## config.mk

```make
export PLATFORM = sky130hd
export DESIGN_NAME = mult_parity_responder
export DESIGN_NICKNAME = d
export VERILOG_FILES = /design/src/rtl/mult_parity_responder.sv
export SDC_FILE = /design/constraint.sdc
export NUM_CORES = 1
export LEC_CHECK = 0
export CAP_MARGIN = 15
export CORE_MARGIN = 3
export CORE_UTILIZATION = 55
export DETAILED_ROUTE_END_ITERATION = 8
export PLACE_DENSITY = 0.82
export RECOVER_POWER = 25
export SYNTH_ARGS = -nofsm -noshare
export SYNTH_HDL_FRONTEND = slang
export SYNTH_SLANG_ARGS = --single-unit
```

## constraint.sdc

```tcl
create_clock -name clk -period 8.4 [get_ports clk]
set_input_delay 1.68 -clock clk [delete_from_list [all_inputs] [get_ports clk]]
set_output_delay 1.68 -clock clk [all_outputs]
set_load 0.02 [all_outputs]
```

## src/rtl/mult_parity_responder.sv

```systemverilog
// Responder for the req/ack/result_rdy multiply protocol with operand parity checking.
// Latency: ack 1 cycle after req is sampled, result_rdy LATENCY cycles after ack (1 cycle on parity error).
// Backpressure: none; one operation in flight, req is ignored until the FSM is back in IDLE.
//
// Ports:
//   clk, rst                  clock, asynchronous active-high reset
//   req                       level request, held by the tester until ack is seen
//   arg_a/arg_b (+_parity)    signed operands with their even-parity bits, sampled on the req edge
//   ack                       1-cycle pulse: operands captured
//   result, result_parity     signed 2*DATA_W product and its parity (0/0 on parity error)
//   result_rdy                1-cycle pulse: result, result_parity and arg_parity_error are valid
//   arg_parity_error          operand parity mismatch on arg_a and/or arg_b
module mult_parity_responder #(
    parameter int DATA_W  = 16,
    parameter int LATENCY = 3
) (
    input  logic                  clk,
    input  logic                  rst,
    input  logic                  req,
    input  logic [DATA_W-1:0]     arg_a,
    input  logic                  arg_a_parity,
    input  logic [DATA_W-1:0]     arg_b,
    input  logic                  arg_b_parity,
    output logic                  ack,
    output logic [2*DATA_W-1:0]   result,
    output logic                  result_parity,
    output logic                  result_rdy,
    output logic                  arg_parity_error
);

    typedef enum logic [1:0] {
        S_IDLE = 2'd0,
        S_ACK  = 2'd1,
        S_BUSY = 2'd2,
        S_DONE = 2'd3
    } state_t;

    // BUSY is entered with LATENCY-1 and left when the count reaches 1, giving
    // LATENCY-1 BUSY cycles so that ACK + BUSY cycles add up to LATENCY.
    localparam logic [3:0] CNT_INIT = 4'(LATENCY - 1);

    state_t                state;
    state_t                state_nxt;
    logic [3:0]            cnt;
    logic [3:0]            cnt_nxt;

    logic [DATA_W-1:0]     op_a;
    logic [DATA_W-1:0]     op_b;
    logic                  op_a_par;
    logic                  op_b_par;

    logic                  op_err;
    logic [2*DATA_W-1:0]   ext_a;
    logic [2*DATA_W-1:0]   ext_b;
    logic [2*DATA_W-1:0]   product;

    logic                  ack_nxt;
    logic                  rdy_nxt;
    logic [2*DATA_W-1:0]   result_nxt;
    logic                  result_parity_nxt;
    logic                  err_nxt;

    assign op_err = (op_a_par != ^op_a) | (op_b_par != ^op_b);

    // Sign-extend to full product width; the low 2*DATA_W bits of the
    // product of the extended operands are the exact signed product,
    // including (-2^(DATA_W-1))^2.
    assign ext_a   = {{DATA_W{op_a[DATA_W-1]}}, op_a};
    assign ext_b   = {{DATA_W{op_b[DATA_W-1]}}, op_b};
    assign product = ext_a * ext_b;

    // State register
    always_ff @(posedge clk or posedge rst) begin
        if (rst) begin
            state <= S_IDLE;
            cnt   <= 4'd0;
        end else begin
            state <= state_nxt;
            cnt   <= cnt_nxt;
        end
    end

    // Operand capture: only on the IDLE edge that accepts req, so later
    // changes on the inputs cannot disturb the operation in flight.
    always_ff @(posedge clk or posedge rst) begin
        if (rst) begin
            op_a     <= '0;
            op_b     <= '0;
            op_a_par <= 1'b0;
            op_b_par <= 1'b0;
        end else if (state == S_IDLE && req) begin
            op_a     <= arg_a;
            op_b     <= arg_b;
            op_a_par <= arg_a_parity;
            op_b_par <= arg_b_parity;
        end
    end

    // Next-state logic
    always_comb begin
        state_nxt = state;
        cnt_nxt   = cnt;
        case (state)
            S_IDLE: begin
                if (req) state_nxt = S_ACK;
            end
            S_ACK: begin
                if (op_err || LATENCY == 1) begin
                    state_nxt = S_DONE;
                end else begin
                    state_nxt = S_BUSY;
                    cnt_nxt   = CNT_INIT;
                end
            end
            S_BUSY: begin
                cnt_nxt = cnt - 4'd1;
                if (cnt <= 4'd1) state_nxt = S_DONE;
            end
            S_DONE: begin
                state_nxt = S_IDLE;
            end
            default: begin
                state_nxt = S_IDLE;
                cnt_nxt   = 4'd0;
            end
        endcase
    end

    // Output logic: next values for the registered outputs. ack and
    // result_rdy are high exactly while the FSM sits in ACK and DONE.
    always_comb begin
        ack_nxt           = (state == S_IDLE) && req;
        rdy_nxt           = (state_nxt == S_DONE);
        result_nxt        = result;
        result_parity_nxt = result_parity;
        err_nxt           = arg_parity_error;
        if (rdy_nxt) begin
            result_nxt        = op_err ? '0 : product;
            result_parity_nxt = ^result_nxt;
            err_nxt           = op_err;
        end
    end

    always_ff @(posedge clk or posedge rst) begin
        if (rst) begin
            ack              <= 1'b0;
            result_rdy       <= 1'b0;
            result           <= '0;
            result_parity    <= 1'b0;
            arg_parity_error <= 1'b0;
        end else begin
            ack              <= ack_nxt;
            result_rdy       <= rdy_nxt;
            result           <= result_nxt;
            result_parity    <= result_parity_nxt;
            arg_parity_error <= err_nxt;
        end
    end

endmodule

```

; Yosys cells after proc, flatten, opt, wreduce, memory -nomap -nowiden
; Index checks and enable logic that the tools add are counted.
[totals]
register_bits = 76
wordCells = 36
out_inout_bits = 36
input_bits = 37
[classes]
muxes = 7
n_eq_ne = 7
n_reduce_logical = 7
n_bitwise = 1
multipliers = 1
add_sub_neg = 1
n_lt_le_gt_ge = 1
[op_table]
columns = operator, count
row1 = multiplier 16 x 16 -> 32 bit, 1
row2 = two-way mux 32 bit, 1
row3 = parity 16 bit, 2
row4 = parity 32 bit, 1
row5 = case mux 2 bit (4 select lines), 1
row6 = case mux 4 bit (2 select lines), 1
row7 = == test 2 bit (second input constant), 3
row8 = <= comparator 4 x 1 -> 1 bit (second input constant), 1
row9 = two-way mux 2 bit, 2
row10 = two-way mux 4 bit, 1
row11 = subtractor 4 x 1 -> 4 bit (second input constant), 1
row12 = == test 2 x 1 -> 1 bit (second input constant), 1
row13 = zero test 2 bit, 1
row14 = != test 1 bit, 2
row15 = != test 2 bit (second input constant), 1
row16 = AND reduction 2 bit, 1
row17 = nonzero test 2 bit, 1
row18 = logical AND 1 bit, 1
row19 = two-way mux 1 bit, 1
row20 = bitwise OR 1 bit, 1

; Logic depth before layout (Yosys ltp)
; Gate-level depths: netlist of run 1.
[logic_depth]
ltp_word = 6
ltp_mapped = 28
depth_no_buf = 25

; Worst setup path before layout of run 1
; OpenSTA, ideal clock, no wires.
[synth_timing]
kind = flip-flop to flip-flop
startpoint = register op_a[15]
endpoint = register result_parity
arrival_ns = 6.845
setup_ns = 0.130
slack_ns = 1.426
required_ns = 8.270
synth_period_minus_slack_ns = 6.974
stages_incl_launch_ff = 25
path_buffers = 3
cell_sequence = dfrtp_1 clkbuf_1 clkbuf_1 nand2_1 inv_1 fa_1 fa_1 fa_1 fa_1 fa_1 inv_1 fa_1 inv_1 ha_1 clkbuf_1 a21oi_1 o21ai_1 a41oi_1 nand4b_1 a21oi_1 or4_4 xnor3_2 xor2_1 nor4b_2 a211oi_2
[synth_via]
elab_chain_cells = 6
word_cells_on_any_way = 9
cone_classes = 1 x mul / 2 x eq/ne / 3 x mux / 1 x bitwise / 2 x reduce/logical
[synth_rtl]
columns = item, line_no
row1 = from (decl), 47  ; logic [DATA_W-1:0] op_a;
row2 = from (signal assigned), 92  ; op_a <= arg_a;
row3 = "parallel branches: the longest is 6 deep, another holds multiplier 16 x 16 -> 32 bit", --
row4 = to (signal assigned), 155  ; result_parity <= result_parity_nxt;
row5 = to (decl), 26  ; output logic result_parity,
; Several ways; the timed one is not identified.
; A chain may end at the register's enable or synchronous reset.

; Worst setup path in the final report of run 1
[layout_timing]
startpoint = register op_a[13]
endpoint = register result_parity
; The elaborated chain is that of the path after synthesis.

==> flow_summary.yaml, run 1 <==
status:
  status: "complete, but fails checks"
  violations: "max-capacitance violations, max-slew violations"
die:
  die_area_um2: 27020
  die_x_um: 164.4
  core_um2: 24460
  pin_count: 73
  rows: 57
  die_h_um: 164.4
  start_util: 0.5640
grt:
  grt.total_usage: 0.2543
  grt_pass1_wl_um: 53870
  grt_max_degree: 77
  top_usage_layer: "met2"
  met3_usage: 0.02257
  grtUsageMet1: 0.3230
  grtUsageMet2: 0.4540
  antenna_found_initial: 0
  grt_pass1_vias: 10770
  gr-total-overflow: 0
clock_network:
  clock_path_buffers: 2
  cts_hold_buf: 0
  numCtsBuffers: 9
  clk_pin_slew_ps: 90
  htreeDepth: 3
  post-cts-setup-buffer-count: 0
  clock-sinks: 76
  tritoncts: "built"
  ctsResizeCount: 0
  cts_root_buf: "clkbuf_16"
  insertion_delay_ps: 360
synth:
  ys.flop_type: "dfrtp_1"
  yosys_warnings: 0
  syn_inst: 1453
  avgSynthCellArea_um2: 9.495
  syn-num-nets: 1840
  netlist_area_um2: 13800
  ys_types: 64
  ys_ff_latch: 76
  synth_sequential_area_ratio: 0.1379
  synth_edf_count: 0
  async_flop_share: 1.000
worst_setup_path:
  cp.arrival_ps: 7960
  critPathRequiredTime_ps: 8680
  r2r_cells: 23
  start_kind: "flop"
  end_kind: "flop"
  path_class: "flop to flop"
  r2r-end: "result_parity$_DFFE_PP0P_"
  reg2reg_slack_ps: 720
  worstPathMaxFanout: 18
  regToRegStartpoint: "op_a[13]$_DFFE_PP0P_"
hold_path:
  worst_hold_path_type: "flop to flop"
  min_from: "result[4]$_DFFE_PP0P_"
  hold_depth: 2
  hold_end: "result[4]$_DFFE_PP0P_"
routing:
  wl_per_cell_um: 17.83
  route.detailed.drc: 0
  routed_wl_um: 31890
  vias_per_cell: 5.546
  route.vias.total: 9921
  antenna_left: 0
  drtPass1Iterations: 6
  drt_iter0_drc: 677
sta:
  finalSetupViolations: 0
  fmax_mhz: 130.3
  slew_viol_final: 112
  fin_worst_skew_ps: 20.17
  maxSlewHeadroom: -2.042
  finalCritPeriodShare: 0.9138
  post-route-min-period_ps: 7676
  finalSetupTns_ps: 0
  final_hold_viol_count: 0
  rsz0062_at_grt: "no"
  worstMarginPinSlew_ps: 4563
layout:
  syn2layout_area_growth_pct: 8.217
  n_fill_cell: 1984
  antenna_cells: 0
  drive_above_1_share: 0.05392
  final_nets: 1847
place:
  hpwl_um: 25230
  place_congestion: 0.9033
  io_buffers: 72
flow_run:
  maxCapViolations: 2
[synthesized netlist by cell type (all sizes together), types with 9 or more instances]
cell type | number | share of area
inv | 301 | 0.082
fa | 262 | 0.38
nand2 | 191 | 0.052
and2 | 124 | 0.056
ha | 88 | 0.080
dfrtp | 76 | 0.14
clkbuf | 62 | 0.017
xnor2 | 58 | 0.038
mux2 | 35 | 0.029
a21oi | 32 | 0.012
nor2 | 32 | 0.0087
o21ai | 31 | 0.012
xor2 | 22 | 0.015
o31ai | 20 | 0.011
buf | 19 | 0.0075
nor3 | 13 | 0.0047
a211oi | 9 | 0.0067
[metrics by stage]
step             util  hold slack (ps)  std cells  worst slack, ps  area (µm²)
2_1_floorplan       -            506.0       1453             1426       13800
3_3_place_gp   0.5979            464.9       1773            984.7       14630
3_5_place_dp   0.5979            474.0       1773            897.9       14630
4_1_cts        0.6106            488.8       1789            802.1       14940
5_1_grt        0.6103            510.9       1789            269.2       14930
6_report       0.6103            483.8       1789            724.0       14930
[cells in the final DEF (no fill, tap or decap), types with 3 or more instances in the layout]
cell type,count
a211oi_1,4
a211oi_2,5
a21o_1,4
a21oi_1,30
a31oi_1,3
and2_1,124
buf_4,3
clkbuf_16,9
clkdlybuf4s50_1,71
dfrtp_1,76
fa_1,262
ha_1,88
inv_1,300
inv_6,3
mux2_2,35
nand2_1,189
nand2b_1,7
nand3_1,7
nand4_1,6
nor2_1,32
nor2b_1,3
nor3_1,13
o211a_1,3
o211ai_1,4
o21ai_0,25
o21ai_1,5
o21bai_1,3
o31ai_1,20
or3_1,3
xnor2_1,55
xnor2_2,3
xnor3_1,6
xor2_1,20
[logic make-up (layout without fill, tap and decap cells)]
| logic type | after synthesis | count (layout) | share of synthesized area |
|---|---|---|---|
| buffers and inverters | 382 | 394 | 0.1064 |
| DFF | 76 | 76 | 0.1379 |
| and+or+nand+nor | 395 | 395 | 0.1389 |
| adders and majority gates | 350 | 350 | 0.4600 |
| xor gates and xnor gates | 87 | 87 | 0.06503 |
| AOI/OAI and AO/OA | 125 | 125 | 0.06077 |
| muxes | 38 | 38 | 0.03102 |
[flip-flops by register name, summed over array words and instances, names as in the netlist]
signal / count
cnt: 4
op_b_par: 1
state: 2
result: 32
op_a_par: 1
ack: 1
op_a: 16
op_b: 16
arg_parity_error: 1
result_rdy: 1
result_parity: 1
[area by class of cell]
class / count / area [µm²] / area share
Sequential cell: 76 / 1902 / 0.1274
Timing Repair Buffer: 77 / 750.7 / 0.05029
Inverter: 301 / 1131 / 0.07576
Tap cell: 324 / 405.4 / 0.02715
Clock buffer: 9 / 225.2 / 0.01509
Multi-Input combinational cell: 995 / 10430 / 0.6985
Clock inverter: 7 / 86.33 / 0.005783
[how the worst max path moves through the flow]
stage | startpoint | endpoint | slack, ps | depth (start not counted)
finish | op_a[13]$_DFFE_PP0P_ | result_parity$_DFFE_PP0P_ | 720 | 23
global route | op_a[15]$_DFFE_PP0P_ | result_parity$_DFFE_PP0P_ | 270 | 22
CTS | op_a[13]$_DFFE_PP0P_ | result_parity$_DFFE_PP0P_ | 800 | 23
detailed placement | op_a[6]$_DFFE_PP0P_ | result_parity$_DFFE_PP0P_ | 900 | 25
global placement | op_a[8]$_DFFE_PP0P_ | result_parity$_DFFE_PP0P_ | 980 | 22
floorplan | op_a[15]$_DFFE_PP0P_ | result_parity$_DFFE_PP0P_ | 1430 | 24
[routing by layer]
layer  vias to the layer above  wire, µm
met5                         -         0
met4                         0      1161
met3                        87      1567
met2                       340     17050
met1                      5116     12110
li1                       4378         -
[critical path, stage by stage (launching register included)]
cell	delay (ps)
dfrtp_1	810
nand2_1	210
fa_1	590
fa_1	470
fa_1	550
inv_1	60
fa_1	500
fa_1	520
inv_1	60
fa_1	480
inv_1	40
ha_1	380
a21oi_1	280
o21ai_0	160
a211oi_1	470
a211oi_1	190
o21ai_0	420
nor3_1	100
a311oi_1	450
a21o_1	140
nand3_1	150
xnor2_1	220
o22ai_1	100
a211oi_2	210
Power of run 1 is not shown: default switching activity piles up to over one toggle a cycle in this logic, so the estimate is an artifact.
==> run 2: changes to the inputs <==
Settings changed: HOLD_SLACK_MARGIN set to 0.06.
==> results of run 2 <==
Same layout as run 1: the final DEF is identical, and so are final timing and power.
Power of run 2 is left out for the same reason.
